**config.mk**
```make
export PLATFORM = sky130hd
export DESIGN_NAME = lcd_result_writer
export DESIGN_NICKNAME = d
export VERILOG_FILES = /design/src/rtl/lcd_result_writer.sv
export SDC_FILE = /design/constraint.sdc
export NUM_CORES = 1
export LEC_CHECK = 0
export BUFFER_PORTS_ARGS = -buffer_cell sky130_fd_sc_hd__buf_2
export CORE_AREA = 3 3 96 98
export CTS_CLUSTER_SIZE = 25
export DETAILED_ROUTE_END_ITERATION = 6
export DIE_AREA = 0 0 99 101
export PLACE_DENSITY = 0.63
export SETUP_SLACK_MARGIN = 0.02
export SLEW_MARGIN = 15
export SYNTH_ARGS = -nofsm -noshare
export SYNTH_HDL_FRONTEND = slang
export SYNTH_SLANG_ARGS = --single-unit
```
**constraint.sdc**
```tcl
create_clock -name iCLK -period 1.85 [get_ports iCLK]
set_clock_uncertainty 0.1 [all_clocks]
set_input_delay 0 -clock iCLK [delete_from_list [all_inputs] [get_ports iCLK]]
set_output_delay 0 -clock iCLK [all_outputs]
set_load 0.05 [all_outputs]
```
**src/rtl/lcd_result_writer.sv**
```systemverilog
`default_nettype none
// ============================================================================
//  Module      : lcd_result_writer
//  Description : Drives the LCD controller handshake. Runs the HD44780 init
//                list after reset, then writes "<op>=<value>" to line 1 on
//                each update request. LCD_WRITER_HEX_EN selects hex output.
//  Revision    : 1.0 - initial release
// ============================================================================
module lcd_result_writer #(
    parameter int CLR_WAIT = 82000
) (
    input  logic       iCLK,
    input  logic       iRST,
    input  logic       iUpdate,
    input  logic [7:0] iValue,
    input  logic [1:0] iOp,
    output logic       oBusy,
    output logic       oReady,
    output logic [7:0] oDATA,
    output logic       oRS,
    output logic       oStart,
    input  logic       iDone
);
    localparam int c_CNT_W = ($clog2(CLR_WAIT + 1) > 4) ? $clog2(CLR_WAIT + 1) : 4;
    localparam logic [c_CNT_W-1:0] c_CLR_LAST = c_CNT_W'(CLR_WAIT - 1);
    localparam logic [c_CNT_W-1:0] c_CONV_LAST = c_CNT_W'(7);

    typedef enum logic [2:0] {
        INIT_ISSUE = 3'd0,
        INIT_WAIT  = 3'd1,
        CLR_DELAY  = 3'd2,
        IDLE       = 3'd3,
        CONVERT    = 3'd4,
        ISSUE      = 3'd5,
        WAIT_DONE  = 3'd6,
        GAP        = 3'd7
    } state_t;

    state_t             r_state;
    logic [2:0]         r_idx;
    logic [c_CNT_W-1:0] r_cnt;
    logic [7:0]         r_val;
    logic [1:0]         r_op;
    logic [7:0]         w_init_byte;
    logic [7:0]         w_op_chr;
    logic [7:0]         w_d0;
    logic [7:0]         w_d1;
    logic [7:0]         w_d2;
    logic [7:0]         w_xfer_byte;
    logic               w_xfer_rs;

    always_comb begin
        case (r_idx[1:0])
            2'd0:    w_init_byte = 8'h38;
            2'd1:    w_init_byte = 8'h0C;
            2'd2:    w_init_byte = 8'h01;
            default: w_init_byte = 8'h06;
        endcase
        case (r_op)
            2'd0:    w_op_chr = 8'h2B;
            2'd1:    w_op_chr = 8'h2D;
            2'd2:    w_op_chr = 8'h2A;
            default: w_op_chr = 8'h2F;
        endcase
    end

`ifdef LCD_WRITER_HEX_EN
    function automatic logic [7:0] hex_chr(input logic [3:0] i_n);
        return (i_n < 4'd10) ? {4'h3, i_n} : (8'h37 + {4'h0, i_n});
    endfunction

    always_comb begin
        w_d0 = hex_chr(r_val[7:4]);
        w_d1 = hex_chr(r_val[3:0]);
        w_d2 = 8'h20;
    end
`else
    logic [11:0] r_bcd;
    logic [10:0] w_adj;

    // Hundreds digit is at most 1 before the final shift, so it never needs +3.
    always_comb begin
        w_adj[10:8] = r_bcd[10:8];
        w_adj[7:4]  = (r_bcd[7:4] > 4'd4) ? r_bcd[7:4] + 4'd3 : r_bcd[7:4];
        w_adj[3:0]  = (r_bcd[3:0] > 4'd4) ? r_bcd[3:0] + 4'd3 : r_bcd[3:0];
        w_d0        = {4'h3, r_bcd[11:8]};
        w_d1        = {4'h3, r_bcd[7:4]};
        w_d2        = {4'h3, r_bcd[3:0]};
    end
`endif

    always_comb begin
        w_xfer_rs = 1'b1;
        case (r_idx)
            3'd0: begin
                w_xfer_byte = 8'h80;
                w_xfer_rs   = 1'b0;
            end
            3'd1:    w_xfer_byte = w_op_chr;
            3'd2:    w_xfer_byte = 8'h3D;
            3'd3:    w_xfer_byte = w_d0;
            3'd4:    w_xfer_byte = w_d1;
            default: w_xfer_byte = w_d2;
        endcase
    end

    always_ff @(posedge iCLK) begin
        if (iRST) begin
            r_state <= INIT_ISSUE;
            r_idx   <= 3'd0;
            r_cnt   <= '0;
            r_val   <= 8'h00;
            r_op    <= 2'd0;
`ifndef LCD_WRITER_HEX_EN
            r_bcd   <= 12'h000;
`endif
            oStart  <= 1'b0;
            oDATA   <= 8'h00;
            oRS     <= 1'b0;
            oBusy   <= 1'b1;
            oReady  <= 1'b0;
        end else begin
            case (r_state)
                INIT_ISSUE: begin
                    oDATA   <= w_init_byte;
                    oRS     <= 1'b0;
                    oStart  <= 1'b1;
                    r_state <= INIT_WAIT;
                end
                INIT_WAIT: begin
                    if (iDone) begin
                        r_cnt   <= '0;
                        r_state <= (r_idx == 3'd2) ? CLR_DELAY : GAP;
                    end
                end
                CLR_DELAY: begin
                    oStart <= 1'b0;
                    r_cnt  <= r_cnt + 1'b1;
                    if (r_cnt == c_CLR_LAST) begin
                        r_state <= GAP;
                    end
                end
                IDLE: begin
                    if (iUpdate) begin
                        r_val   <= iValue;
                        r_op    <= iOp;
                        r_cnt   <= '0;
`ifndef LCD_WRITER_HEX_EN
                        r_bcd   <= 12'h000;
`endif
                        oBusy   <= 1'b1;
                        r_state <= CONVERT;
                    end
                end
                CONVERT: begin
`ifdef LCD_WRITER_HEX_EN
                    r_state <= ISSUE;
`else
                    r_bcd <= {w_adj, r_val[7]};
                    r_val <= {r_val[6:0], 1'b0};
                    r_cnt <= r_cnt + 1'b1;
                    if (r_cnt == c_CONV_LAST) begin
                        r_state <= ISSUE;
                    end
`endif
                end
                ISSUE: begin
                    oDATA   <= w_xfer_byte;
                    oRS     <= w_xfer_rs;
                    oStart  <= 1'b1;
                    r_state <= WAIT_DONE;
                end
                WAIT_DONE: begin
                    if (iDone) begin
                        r_state <= GAP;
                    end
                end
                GAP: begin
                    oStart <= 1'b0;
                    // oReady low means the init list is still being walked.
                    if (!oReady && r_idx == 3'd3) begin
                        oReady  <= 1'b1;
                        oBusy   <= 1'b0;
                        r_idx   <= 3'd0;
                        r_state <= IDLE;
                    end else if (oReady && r_idx == 3'd5) begin
                        oBusy   <= 1'b0;
                        r_idx   <= 3'd0;
                        r_state <= IDLE;
                    end else begin
                        r_idx   <= r_idx + 3'd1;
                        r_state <= oReady ? ISSUE : INIT_ISSUE;
                    end
                end
                default: r_state <= INIT_ISSUE;
            endcase
        end
    end

endmodule
`default_nettype wire

```
### Word level (Yosys, flattened, before mapping)

Index checks and enable logic that the tools add are counted.

| operators by class | value |
|---|---|
| add/subtract/negate cells | 4 |
| order comparisons | 2 |
| equal/unequal tests | 24 |
| mux-type cells | 32 |
| reduce and logical (&&, ||, !) cells | 21 |

Operators by type and width:

| kind | number |
|---|---|
| $pmux 17 s3 | 1 |
| $pmux 8 s5 | 1 |
| $mux 17 | 2 |
| $mux 3 | 11 |
| $pmux 8 s2 | 2 |
| $pmux 12 s2 | 1 |
| $pmux 3 s8 | 1 |
| $eq 3x3->1 const B | 6 |
| $pmux 6 s3 | 1 |
| $add 17x1->17 const B | 1 |
| $eq 17x17->1 const B | 1 |
| $eq 17x3->1 const B | 1 |
| $eq 3x2->1 const B | 4 |
| $mux 12 | 1 |
| $ne 2x2->1 const B | 5 |
| $pmux 3 s3 | 1 |
| $add 4x2->4 const B | 2 |
| $gt 4x3->1 const B | 2 |
| $mux 4 | 2 |
| $mux 8 | 1 |
| $reduce_bool 2->1 | 4 |
| $eq 3x1->1 const B | 2 |
| $logic_not 3->1 | 2 |
| $pmux 1 s2 | 3 |
| other kinds (13) | 25 |

| storage, ports and cells | value |
|---|---|
| register bits | 57 |
| input port bits | 14 |

### Depth between registers and ports, before layout

Gate-level depths: netlist (run 1).

| logic depth | value |
|---|---|
| depth after elaboration | 5 |
| depth in mapped cells | 8 |
| gate-level depth less buffers | 6 |

### Worst setup path before layout (run 1)

Ideal clock, no wire load.

| timing | value |
|---|---|
| path type | reg2reg |
| from | register r_idx[2] |
| to | register oDATA[4] |
| library setup time | 0.132 ns |
| arrival time | 1.773 ns |
| path slack | -0.155 ns |
| cell stages (with the launch flop) | 8 |
| buffers on the path | 2 |
| clock period less this slack | 2.005 ns |
| path through | dfxtp_1 > clkbuf_1 > inv_1 > ha_1 > clkbuf_1 > or3_1 > o311ai_0 > a21oi_1 |

| between the ends | value |
|---|---|
| cells in the longest elaborated chain, start to end | 3 |
| elaborated cells between the ends (all ways) | 7 |

RTL lines:

| element | RTL line | source |
|---|---|---|
| start, declared | 40 | `logic [2:0] r_idx;` |
| start signal, assigned | 191 | `r_idx <= r_idx + 3'd1;` |
| $eq 3x3->1 (tied with other cells) | 94 | `case (r_idx)` |
| $pmux 8 s5 (*) | 94 |  |
| $pmux 8 s2 (*) | 123 | `case (r_state)` |
| end signal, assigned | 125 | `oDATA <= w_init_byte;` |
| end signal, assigned | 168 | `oDATA <= w_xfer_byte;` |
| end, declared | 19 | `output logic [7:0] oDATA,` |

Mark *: on every way between the ends. The rest lies on a longest branch, timed or not.
A chain may end at the register's enable or synchronous reset.

### Final worst setup path (run 1)

| timing | value |
|---|---|
| from | register r_cnt[0] |
| to | register r_state[2] |

| between the ends | value |
|---|---|
| cells in the longest elaborated chain, start to end | 3 |
| elaborated cells between the ends (all ways) | 5 |

RTL lines:

| element | RTL line | source |
|---|---|---|
| start, declared | 41 | `logic [c_CNT_W-1:0] r_cnt;` |
| start signal, assigned | 138 | `r_cnt <= r_cnt + 1'b1;` |
| start signal, assigned | 161 | `r_cnt <= r_cnt + 1'b1;` |
| $eq 17x3->1 / $eq 17x17->1 (equally long branches) | 162, 139 |  |
| $ne 2x2->1 (no line) | - |  |
| $reduce_and 5->1 (no line) (*) | - |  |
| end signal, assigned | 133 | `r_state <= (r_idx == 3'd2) ? CLR_DELAY : GAP;` |
| end signal, assigned | 192 | `r_state <= oReady ? ISSUE : INIT_ISSUE;` |
| end, declared | 39 | `state_t r_state;` |

Marks and branches as above.

==> reports/metrics.csv, run 1 <==
stage;metric;value;unit
timing;crit share post-route;100;%
routing;remaining antenna violation count;0;
yosys;Cell variety after synth;60;
yosys;average footprint of a synthesized cell;8.19;sq um
power_and_ir_drop;Tot Pwr;4.26;mW
grt;overall fraction of global-route tracks in use;16.0;%
timing;final hold vios;0;
critical_path;peak fanout along the critical path;2;
critical_path;Critical Path AT;1.99;ns
critical_path;largest stage delay on the critical path;0.48;ns
die;Starting Density;36.0;%
run_status;result of the run;complete, but fails checks;
critical_path;category of the most critical setup path;reg2reg;
power_and_ir_drop;static leakage power;1.47;nW
routing;post-detailed-routing wire length;8050;microns
placed_design;total instance count after detailed placement;526;
timing;Setup TNS;-0.00619;ns
clocking;number of buffers on the longest clock path;2;
placed_design;routability congestion estimate from global placement;0.834;
yosys;EDFF count, synth;0;
final_layout;number of fillers in the final layout;845;
final_layout;non-filler cells in the finished layout;547;
yosys;register bit count reported by yosys;56;
routing;drt first pass iters;5;
critical_path;Critical Path Slowest Stage Cell;sky130_fd_sc_hd__or4bb_4;
timing;time the final worst path needs with I/O delays and setup;1.86;ns
die;placement row count;34;
final_layout;fraction of final layout cells with drive strength greater than 1;22.1;%
die;horizontal die dimension;99;microns
yosys;post-synthesis instance area;3080;sq um
clocking;H-Tree Depth;2;
yosys;biggest area consumer among synthesized cells;sky130_fd_sc_hd__dfxtp_1;
timing;setup repair after global routing missed its margin;true;
grt;maximum number of pins on one net before global-route repair;25;
timing;Worst slew margin;65.9;%
final_layout;nets;463;
final_layout;Register Area;1130;sq um
clocking;TritonCTS Buffers;5;
timing;actual slew at the worst max-slew pin;0.511;ns
critical_path;CP top delay family;simple AND/OR/NAND/NOR gates;
routing;drt first-iter violations;189;
power_and_ir_drop;ratio of total power to cell area;1110;nW/um^2
final_layout;Layout Utilization;44.8;%
timing;count of endpoints failing setup in the final report;1;
yosys;Cells after Synth;376;
routing;Post-route DRC;0;
yosys;post-synth net total;401;
placed_design;placed cell areas;3560;sq um
final_layout;synthesis-to-layout area growth;24.4;%
yosys;most common flop cell mapped by yosys;sky130_fd_sc_hd__dfxtp_1;
clocking;clock tree root driver cell;sky130_fd_sc_hd__clkbuf_8;
clocking;total number of clock tree sinks;56;
grt;wire length of the first global-routing pass;13400;microns
routing;Vias;3098;
critical_path;CP endpoint kind;flop;
placed_design;Post-DP HPWL;5700;microns
final_layout;footprint of the multi-input gates;1850;sq um
timing;worst setup margin;-0.00619;ns
yosys;portion of the post-synthesis area used by sequential elements;36.4;%
timing;Slew Viols, Final;0;
timing;max frequency;539;MHz
yosys;yosys warns;0;
routing;number of vias per cell;5.66;
die;placeable core area;8550;sq um
final_layout;cell area after layout;3830;sq um
placed_design;quantity of I/O buffers inserted on ports;24;
yosys;share of async-settable or async-resettable flops after synthesis;0;%
critical_path;critical path, cell by cell;ha_1 > or4bb_4 > nor4_4 > o211ai_1 > o41ai_2;
die;total I/O pin count;26;
critical_path;required time of the critical path;1.98;ns
hold_path;Worst Hold Class;in2reg;
die;Die Y;101;microns
routing;DR WL/cell;14.7;microns
power_and_ir_drop;peak ir drop on the vdd network;583;uV
die;die footprint;10000;sq um
clocking;Clk Latency, worst-skew pair;0.32;ns
grt;initial antenna violation count;0;
run;max_cap viols;0;
final_layout;number of antenna repair diodes;0;
grt;sum of overflow across all layers after global routing;0;
critical_path;buffer and inverter count on the worst path;0;
yosys;top area cells in the synthesized netlist;sky130_fd_sc_hd__dfxtp_1 (36%), sky130_fd_sc_hd__ha_1 (4.5%), sky130_fd_sc_hd__nor2_1 (4.1%);
clocking;clock tree from TritonCTS;built;
yosys;area share of the leading cell type in the synthesized netlist;36.4;%
grt;number of global-route vias before repair;2810;
run_status;violations in the final reports;negative setup slack;
clocking;clock-pin slew on the worst setup and hold paths;0.11;ns
critical_path;category of the worst setup path launch point;flop;
-- layout by cell type, fill, tap and decap left out, drive strengths merged, types with 2 or more instances in the layout --
cell type	Yosys	final
nand3	17	17
nor3b	5	5
buf	9	68
a21boi	2	2
a31oi	3	3
nor4	4	4
clkbuf	15	5
or4	8	8
and3	8	8
a21oi	21	21
inv	13	16
xnor2	3	3
and2	3	3
a32oi	4	4
nor3	12	12
o211ai	8	8
or3	7	7
nand2b	10	10
ha	11	11
o21ai	19	19
o41ai	6	6
a211oi	3	3
nand2	29	29
a22oi	9	9
a21o	2	2
nor2b	4	4
o22ai	7	7
nor2	34	34
a211o	2	2
nand4	7	7
o311ai	11	11
nand3b	2	2
mux2	3	3
a221oi	2	2
nor4bb	2	2
dlygate4sd3	0	11
dfxtp	56	56
-- where the power goes --
group	total (mW)	internal [mW]	switching, mW
combinational	1.95	0.766	1.19
sequential	1.56	1.40	0.161
clock	0.747	0.287	0.460
-- area by class of cell --
type                       instances  area share (%)
multi-input combinational        283            48.3
inverter                          13            1.27
tap                              108            3.53
timing repair buffer              79            15.0
clock inverter                     3           0.751
sequential                        56            29.4
clock buffer                       5            1.80
-- per-layer routing --
metal	vias to the layer above	part of all wire, %	track usage (%)
met5	-	0	0
met4	0	0.99	4.62
met3	5	4.4	2.35
met2	72	47	25.8
met1	1488	48	22.3
li1	1533	-	-
-- Yosys cell counts (all sizes together), types with 9 or more instances --
master and instances:
o311ai 11, dfxtp 56, ha 11, clkbuf 15, a21oi 21, buf 9
o21ai 19, a22oi 9, nand2 29, inv 13, nand2b 10, nand3 17
nor2 34, nor3 12
-- tightest hold or removal path, stage by stage --
cell and delay [ns]:
sky130_fd_sc_hd__buf_2 0.13, sky130_fd_sc_hd__nand4b_1 0.12, sky130_fd_sc_hd__buf_4 0.13, sky130_fd_sc_hd__nand3_1 0.06
-- flip-flops by register name (all words and copies together) (netlist names) --
register	cells
oBusy	1
oDATA	7
oRS	1
oReady	1
oStart	1
r_bcd	12
r_cnt	17
r_idx	3
r_op	2
r_state	3
r_val	8
-- repair_timing --
action,in CTS,in global routing
hold buffers,11,0
gates cloned,0,0
gates resized for setup,8,10
endpoints found under the hold margin,18,0
setup buffers,1,1
pin swaps,1,2
setup endpoints to repair,13,44
-- cell families after synthesis --
| kind of cell | share of synthesized area, % |
|---|---|
| AO/OA/AOI/OAI | 23.6 |
| XOR/XNOR | 1.14 |
| adder cells (fa/ha/maj) | 4.47 |
| buffers and inverters | 4.96 |
| flip-flops | 36.4 |
| multiplexers | 1.22 |
| other | 0.122 |
| AND/OR/NAND/NOR | 28.1 |
-- worst paths after layout --
kind,startpoint,endpoint,slack [ns],cells past startpoint
worst min-delay path,iUpdate,oBusy$_SDFFE_PP1P_,0.07,4
worst max-delay path,r_cnt[0]$_SDFFE_PP0P_,r_state[2]$_SDFFE_PP0P_,-0.006,5
worst max register to register,r_cnt[0]$_SDFFE_PP0P_,r_state[2]$_SDFFE_PP0P_,-0.006,5
worst min register to register,oDATA[5]$_SDFFE_PP0P_,oDATA[5]$_SDFFE_PP0P_,0.36,2
-- stage by stage --
step           hold slack [ns]  setup WS [ns]
6_report                0.0653       -0.00619
4_1_cts                 0.0655        -0.0478
2_1_floorplan           0.0360        -0.0168
3_5_place_dp             0.154        -0.0348
3_3_place_gp             0.144         0.0298
5_1_grt                  0.113         -0.109
No activity file was read; power rests on OpenSTA's default activity.
==> run 2, diff against run 1 <==
Settings changed: CORE_AREA 3 3 96 98 to 4 4 97 99, DIE_AREA 0 0 99 101 to 0 0 101 103.
==> run 2 against run 1 <==
- highest routed layer unchanged
- count of clock-buffer cells in the layout is the same
- the flow still finishes with violations (negative setup slack)
- die area up 4.0%
- combinational power increased by 11%
- critical path type unchanged
- first-iteration DRC count increased by 4.2%
- final cell count increased by 1.5%
==> reports/metrics.csv, run 2 (synthesis gave the netlist of run 1 again) <==
stage;metric;value;unit
run_status;result of the run;complete, but fails checks;
run_status;violations in the final reports;negative setup slack;
timing;worst setup margin;-0.0558;ns
hold_path;Worst Hold Class;in2reg;
grt;overall fraction of global-route tracks in use;15.7;%
grt;wire length of the first global-routing pass;13400;microns
power_and_ir_drop;Tot Pwr;4.54;mW
final_layout;footprint of the multi-input gates;1910;sq um
timing;Min Hold Slack;0.0935;ns
final_layout;most common cell after layout, fill and taps aside;sky130_fd_sc_hd__buf_4;
timing;Worst slew margin;66.4;%
clocking;H-Tree Depth;2;
routing;Routed met3 length;406;microns
final_layout;number of fillers in the final layout;826;
placed_design;quantity of I/O buffers inserted on ports;24;
placed_design;total instance count after detailed placement;531;
grt;sum of overflow across all layers after global routing;0;
final_layout;non-filler cells in the finished layout;555;
timing;actual slew at the worst max-slew pin;0.504;ns
final_layout;most used cells in the layout excluding fill and tap cells;sky130_fd_sc_hd__buf_4 (50), sky130_fd_sc_hd__dfxtp_1 (49), sky130_fd_sc_hd__nor2_1 (33);
critical_path;Register-to-Register Setup Slack;-0.06;ns
die;horizontal die dimension;101;microns
clocking;clock tree from TritonCTS;built;
placed_design;routability congestion estimate from global placement;0.813;
routing;drt first-iter violations;197;
timing;Setup TNS;-0.100;ns
placed_design;placed cell areas;3580;sq um
critical_path;CP endpoint kind;flop;
routing;post-route met1 wirelength;3900;microns
die;placeable core area;8550;sq um
grt;initial antenna violation count;0;
clocking;clock-pin slew on the worst setup and hold paths;0.11;ns
critical_path;category of the most critical setup path;reg2reg;
routing;total length of routed met2 wires;3890;microns
final_layout;nets;471;
critical_path;peak fanout along the critical path;2;
run;max_cap viols;0;
final_layout;register with the most flip-flops;r_cnt;
timing;final hold vios;0;
die;Starting Density;36.0;%
final_layout;cell area after layout;3970;sq um
final_layout;Register Area;1130;sq um
timing;setup repair after global routing missed its margin;true;
clocking;TritonCTS Buffers;5;
final_layout;fraction of final layout cells with drive strength greater than 1;26.2;%
clocking;number of buffers on the longest clock path;2;
timing;count of endpoints failing setup in the final report;2;
power_and_ir_drop;static leakage power;1.52;nW
critical_path;required time of the critical path;1.98;ns
clocking;clock tree root driver cell;sky130_fd_sc_hd__clkbuf_8;
clocking;total number of clock tree sinks;56;
timing;Slew Viols, Final;0;
routing;Vias;3126;
placed_design;Post-DP HPWL;5790;microns
routing;DR WL/cell;15.0;microns
routing;remaining antenna violation count;0;
critical_path;Worst Setup SP;r_cnt[0]$_SDFFE_PP0P_;
final_layout;max reg flops;17;
routing;drt first pass iters;5;
timing;max frequency;525;MHz
critical_path;Critical Path AT;2.03;ns
critical_path;RR Startpoint;r_cnt[0]$_SDFFE_PP0P_;
die;placement row count;34;
timing;time the final worst path needs with I/O delays and setup;1.91;ns
die;total I/O pin count;26;
final_layout;registers with the highest flip-flop counts;r_cnt: 17 flops, r_bcd: 12 flops, r_val: 8 flops;
grt;number of global-route vias before repair;2853;
routing;post-detailed-routing wire length;8330;microns
final_layout;number of antenna repair diodes;0;
critical_path;category of the worst setup path launch point;flop;
routing;Post-route DRC;0;
hold_path;HP Start;iUpdate;
grt;maximum number of pins on one net before global-route repair;24;
routing;number of vias per cell;5.63;
power_and_ir_drop;peak ir drop on the vdd network;759;uV
power_and_ir_drop;ratio of total power to cell area;1140;nW/um^2
routing;Max Used Layer;met4;
timing;crit share post-route;103;%
die;die footprint;10400;sq um
final_layout;synthesis-to-layout area growth;28.9;%
die;Die Y;103;microns
clocking;Clk Latency, worst-skew pair;0.32;ns
run 2: worst max-delay path: stages, from the launching register on:
cell	delay [ns]
sky130_fd_sc_hd__dfxtp_2	0.36
sky130_fd_sc_hd__ha_4	0.14
sky130_fd_sc_hd__or4bb_4	0.49
sky130_fd_sc_hd__nor4_4	0.25
sky130_fd_sc_hd__o211ai_1	0.15
sky130_fd_sc_hd__o41ai_2	0.34
run 2: what timing repair did:
action	CTS	global route
buffers inserted	1	4
hold buffers	11	0
hold endpoints to repair	13	0
gates resized for setup	12	27
pin swaps	0	5
setup endpoints to repair	11	42
run 2: worst paths after layout:
check             depth (start not counted)                      end
hold reg to reg                           2    oDATA[4]$_SDFFE_PP0P_
hold / removal                            4       oBusy$_SDFFE_PP1P_
setup reg to reg                          5  r_state[2]$_SDFFE_PP0P_
setup / recovery                          5  r_state[2]$_SDFFE_PP0P_
run 2: report_power, final:
| group | internal [mW] | leakage, nW | switching (mW) |
|---|---|---|---|
| Clock | 0.409 | 0.0548 | 0.432 |
| Sequential | 1.41 | 0.458 | 0.129 |
| Combinational | 0.864 | 1.01 | 1.30 |
run 2: stage by stage:
step                      setup slack [ns]  utilization [%]
after global placement             -0.0759             41.9
after CTS                          -0.0430             45.2
final                              -0.0558             46.4
after detailed placement           -0.0668             41.9
after global routing                -0.110             46.4
after floorplan                    -0.0168                -
run 2: layout make-up:
cell class | count | area share (%)
Clock buffer | 5 | 1.73
Inverter | 13 | 1.23
Multi-Input combinational cell | 283 | 48.1
Tap cell | 108 | 3.40
Timing Repair Buffer | 87 | 15.8
Sequential cell | 56 | 28.5
Clock inverter | 3 | 1.17
run 2: per-layer routing:
layer | vias up | global-route usage [%]
li1 | 1556 | -
met1 | 1476 | 21.3
met2 | 80 | 25.4
met3 | 14 | 3.11
met4 | 0 | 4.50
met5 | - | 0
